### src/rtl/sata_tx_align_scheduler.sv
`default_nettype none
// ============================================================================
// Module      : sata_tx_align_scheduler
// Description : Transmit-side ALIGNp scheduler. Streams ALIGNp while the PHY
//               is down, and once up, inserts one ALIGNp pair after every
//               ALIGN_PERIOD link dwords, back-pressuring the link via ready.
// Revision    : 1.0 - initial release
// ============================================================================
module sata_tx_align_scheduler #(
    parameter int          ALIGN_PERIOD = 254,
    parameter logic [31:0] ALIGN_PRIM   = 32'h7B4A4ABC,
    parameter int          CNT_BITS     = 9
) (
    input  logic        clk,
    input  logic        rst,
    input  logic        phy_ready,
    input  logic [31:0] data_in,
    input  logic [3:0]  charisk_in,
    output logic        ready,
    output logic [31:0] data_out,
    output logic [3:0]  charisk_out,
    output logic        align_strobe,
    output logic        forcing
);

    localparam logic [1:0]          c_force  = 2'd0;
    localparam logic [1:0]          c_pass   = 2'd1;
    localparam logic [1:0]          c_align1 = 2'd2;
    localparam logic [1:0]          c_align2 = 2'd3;
    localparam logic [3:0]          c_k_align = 4'h1;
    localparam logic [CNT_BITS-1:0] c_last   = CNT_BITS'(ALIGN_PERIOD - 1);

    logic [1:0]          r_state;
    logic [CNT_BITS-1:0] r_cnt;
    logic                r_forced_odd;
    logic                r_ready;
    logic [31:0]         r_data;
    logic [3:0]          r_charisk;
    logic                r_strobe;
    logic                r_forcing;

    logic [1:0]          w_state_nxt;
    logic [CNT_BITS-1:0] w_cnt_nxt;
    logic                w_odd_nxt;
    logic                w_ready_nxt;
    logic [31:0]         w_data_nxt;
    logic [3:0]          w_charisk_nxt;
    logic                w_strobe_nxt;
    logic                w_period_done;

    // The ALIGN_PERIOD-th link dword is being consumed this cycle
    assign w_period_done = r_ready && (r_cnt == c_last);

    // State and output registers; reset restores the FORCE-state defaults
    always_ff @(posedge clk) begin
        if (rst) begin
            r_state      <= c_force;
            r_cnt        <= '0;
            r_forced_odd <= 1'b0;
            r_ready      <= 1'b0;
            r_data       <= ALIGN_PRIM;
            r_charisk    <= c_k_align;
            r_strobe     <= 1'b0;
            r_forcing    <= 1'b1;
        end else begin
            r_state      <= w_state_nxt;
            r_cnt        <= w_cnt_nxt;
            r_forced_odd <= w_odd_nxt;
            r_ready      <= w_ready_nxt;
            r_data       <= w_data_nxt;
            r_charisk    <= w_charisk_nxt;
            r_strobe     <= w_strobe_nxt;
            r_forcing    <= (w_state_nxt == c_force);
        end
    end

    // Next-state selection; a PHY drop overrides everything
    always_comb begin
        w_state_nxt = r_state;
        if (!phy_ready) begin
            w_state_nxt = c_force;
        end else begin
            case (r_state)
                // Leave only after an even number of forced ALIGNp
                c_force:  w_state_nxt = r_forced_odd ? c_pass : c_force;
                c_pass:   w_state_nxt = w_period_done ? c_align1 : c_pass;
                c_align1: w_state_nxt = c_align2;
                c_align2: w_state_nxt = c_pass;
                default:  w_state_nxt = c_force;
            endcase
        end
    end

    // Next values of the registered outputs, counter and forced-count parity
    always_comb begin
        w_cnt_nxt     = r_cnt;
        w_odd_nxt     = r_forced_odd;
        w_ready_nxt   = r_ready;
        w_data_nxt    = r_data;
        w_charisk_nxt = r_charisk;
        w_strobe_nxt  = 1'b0;
        if (!phy_ready) begin
            // The offered dword is not consumed; the link re-presents it later
            w_data_nxt    = ALIGN_PRIM;
            w_charisk_nxt = c_k_align;
            w_ready_nxt   = 1'b0;
            w_cnt_nxt     = '0;
            w_odd_nxt     = (r_state != c_force) ? 1'b1 : ~r_forced_odd;
        end else begin
            case (r_state)
                c_force: begin
                    w_data_nxt    = ALIGN_PRIM;
                    w_charisk_nxt = c_k_align;
                    w_odd_nxt     = ~r_forced_odd;
                    w_ready_nxt   = r_forced_odd;
                    w_cnt_nxt     = '0;
                end
                c_pass: begin
                    if (r_ready) begin
                        w_data_nxt    = data_in;
                        w_charisk_nxt = charisk_in;
                        if (w_period_done) begin
                            w_cnt_nxt   = '0;
                            w_ready_nxt = 1'b0;
                        end else begin
                            w_cnt_nxt = r_cnt + 1'b1;
                        end
                    end
                end
                c_align1: begin
                    w_data_nxt    = ALIGN_PRIM;
                    w_charisk_nxt = c_k_align;
                    w_ready_nxt   = 1'b0;
                end
                c_align2: begin
                    // Re-open ready now so the next dword follows with no bubble
                    w_data_nxt    = ALIGN_PRIM;
                    w_charisk_nxt = c_k_align;
                    w_strobe_nxt  = 1'b1;
                    w_ready_nxt   = 1'b1;
                end
                default: begin
                    w_data_nxt    = ALIGN_PRIM;
                    w_charisk_nxt = c_k_align;
                    w_ready_nxt   = 1'b0;
                end
            endcase
        end
    end

    assign ready        = r_ready;
    assign data_out     = r_data;
    assign charisk_out  = r_charisk;
    assign align_strobe = r_strobe;
    assign forcing      = r_forcing;

endmodule
`default_nettype wire

### config.mk
export PLATFORM = sky130hd
export DESIGN_NAME = sata_tx_align_scheduler
export DESIGN_NICKNAME = d
export VERILOG_FILES = /design/src/rtl/sata_tx_align_scheduler.sv
export SDC_FILE = /design/constraint.sdc
export NUM_CORES = 1
export LEC_CHECK = 0
export CAP_MARGIN = 20
export CORE_UTILIZATION = 46
export DETAILED_ROUTE_END_ITERATION = 7
export GPL_TIMING_DRIVEN = 0
export PLACE_DENSITY = 0.84
export SYNTH_ARGS = -nofsm -noshare
export SYNTH_HDL_FRONTEND = slang
export SYNTH_SLANG_ARGS = --single-unit
### constraint.sdc
create_clock -name clk -period 2.9 [get_ports clk]
set_input_delay 0.435 -clock clk [delete_from_list [all_inputs] [get_ports clk]]
set_output_delay 0.435 -clock clk [all_outputs]
set_load 0.1 [all_outputs]
==> run metrics <==
Worst Tran Pin Value 0.990 ns; unrepaired setup endpoints after global routing no; Buffers on Ports 77; Total Routed Length 4.20 mm; core region area 4090 um^2; Slew headroom 33.8%; Final Setup Violations 0; Syn-to-layout area delta 47.1%; Distinct cells, synth 36; delay-heaviest family, CP buffers and inverters; Total GRT Usage 20.0%; hold_sp data_out[5]; vias in the first global route 1,511; reg2reg end r_cnt[7]; number of synthesized flops with an enable pin 0; DRC viols 0; Hold Path End data_out[5]; cell taking the most area after synthesis dfxtp_1; Top Metal Used met4; Worst setup SP type flop; Ports 78; critical path data arrival time 1.81 ns; Skew-Pair Late Insertion Delay 0.30 ns; DRT iter0 DRCs 66; top_reg_cell synth dfxtp_1; DP Area 2820 um^2; clock root cell clkbuf_8; final worst path period share 77.3%; FF+latch count, synth 51; die area 4580 um^2; Synth Cell Area 1990 um^2; filler instances 334; synth top area cells dfxtp_1, mux2i_1, nor2_1; worst r2r src r_cnt[1]; Initial Util 48.6%; post-cts resize count 0; pwr/cell area 447 nW/um^2; HPWL after DPL 3.06 mm; Slowest Stage Delay on Critical Path 1.16 ns; Peak VDD IR 0.000269 V; antenna cells 0; cell count after synthesis 194; Leak 1.02 nW; # rows 23; Setup TNS 0 ns; Final Hold Vio Count 0; Nets 319; Syn Nets 235; Die W 67.7 um; number of max-cap violations 0; setup ws final 0.657 ns; met3 wire len 400 um; Yosys warning count 0; largest net degree at the start of global routing 15; Seq/Total Area, Yosys 51.4%; ANT nets after route 0; Final Skew 0.00954 ns; antenna violations before repair 0; Avg Synthesized Cell Area 10.2 um^2; Max clock buf depth 2; FF-to-FF path depth 6; r2r setup slk 1.32 ns; via count 1,616; top cell type's share of synthesized area 51.4%; slowest stage cell, crit path clkdlybuf4s50_1; CTS tree yes; Placer Congestion 0.784; met2 wire length 1.93 mm; DP Worst Slack 0.938 ns; Num Clock Sinks 51; hold path depth 2; share of layout cells above drive strength 1 8.99%; Wirelength per Cell 12.8 um; Tmin final 2.24 ns; H-tree levels 2; post-route cell area 2920 um^2; Num CTS Buffers 5; first-pass GRT wire length 6.73 mm; Setup Crit Path Kind flop to output pin; drt pass-1 iters 4; Buf/Inv on CP 1; Hold Buf Count CTS 0; Worst Path Required 2.47 ns; post-CTS setup buffer count 0; post-DR vias/cell 4.93; crit-path cells clkdlybuf4s50_1; hold_ws 0.480 ns; die height 67.7 um; crit-path max FO 2; Metal-1 WL 1.80 mm; fmax 0.446 GHz; gr ovfl total 0; worst min-delay path class flop to flop; CTS clk-pin slew, worst paths 0.09 ns; status complete, no violations; crit end category output pin; final slew viol count 0; ys async rst share 0%
-- registers in the layout, indices dropped and copies added (netlist names) --
signal,count
data_out,32
r_cnt,9
charisk_out,4
r_state,2
align_strobe,1
forcing,1
r_forced_odd,1
ready,1
-- metrics by stage --
step	total power [mW]	utilization, %	cells
floorplan	0.787	-	194
global placement	0.850	69.0	321
detailed placement	0.851	69.0	321
CTS	1.32	71.5	328
global route	1.36	71.5	328
finish	1.30	71.5	328
-- Yosys cell counts (2+ instances only) --
cell type / number
nand2b_1: 3
mux2i_1: 37
inv_1: 3
nand3_1: 4
nor2_1: 28
nand2_1: 23
a21oi_1: 3
buf_2: 6
nand4_1: 2
nor4_1: 2
xnor2_1: 6
ha_1: 2
a211oi_1: 2
dfxtp_1: 51
-- power by group --
part / switching [mW] / internal, mW / total, mW
logic: 0.0551 / 0.0725 / 0.128
clock network: 0.217 / 0.253 / 0.470
registers: 0.00325 / 0.704 / 0.707
-- layout by cell type, fill, tap and decap left out, types with 3 or more instances in the layout --
master           instances
nand2b_1                 3
nand2_1                 23
nand3_1                  4
mux2i_1                 37
xnor2_1                  6
inv_1                    3
a21oi_1                  3
clkdlybuf4s50_1         77
buf_2                    6
dfxtp_1                 51
clkbuf_8                 5
nor2_1                  28
-- kinds of logic after synthesis --
kind of cell / Yosys count / share of synthesized area (%)
AND/OR/NAND/NOR: 77 / 19.5
flip-flops: 51 / 51.4
multiplexers: 37 / 18.7
XOR/XNOR: 6 / 2.65
buffers and inverters: 11 / 2.84
adder cells (fa/ha/maj): 2 / 1.26
AO/OA/AOI/OAI: 10 / 3.65
-- routing by layer --
layer	up-vias	track usage, %
li1	821	-
met1	726	23.1
met2	63	31.6
met3	6	7.43
met4	0	10.9
met5	-	0
-- worst max path at each step --
stage | from | to | slack, ns | cells past startpoint
5_1_grt | data_out[9] | data_out[9] | 0.61 | 1
6_report | data_out[3] | data_out[3] | 0.66 | 1
3_5_place_dp | rst | data_out[3] | 0.94 | 5
4_1_cts | data_out[1] | data_out[1] | 0.64 | 1
3_3_place_gp | rst | data_out[29] | 0.97 | 5
2_1_floorplan | ready | charisk_out[0] | 0.86 | 5
-- cell type report --
cell class              count  area (um^2)  share of cell area [%]
plain buffers               8         45.0                    1.54
clock buffers               6         72.6                    2.48
clock inverters             1         30.0                    1.03
inverters                   3         11.3                   0.385
multi-input cells         132          908                    31.1
flip-flops and latches     51         1020                    34.9
well taps                  50         62.6                    2.14
repair buffers             77          771                    26.4
Note: power is estimated with default switching activity, not from simulation.
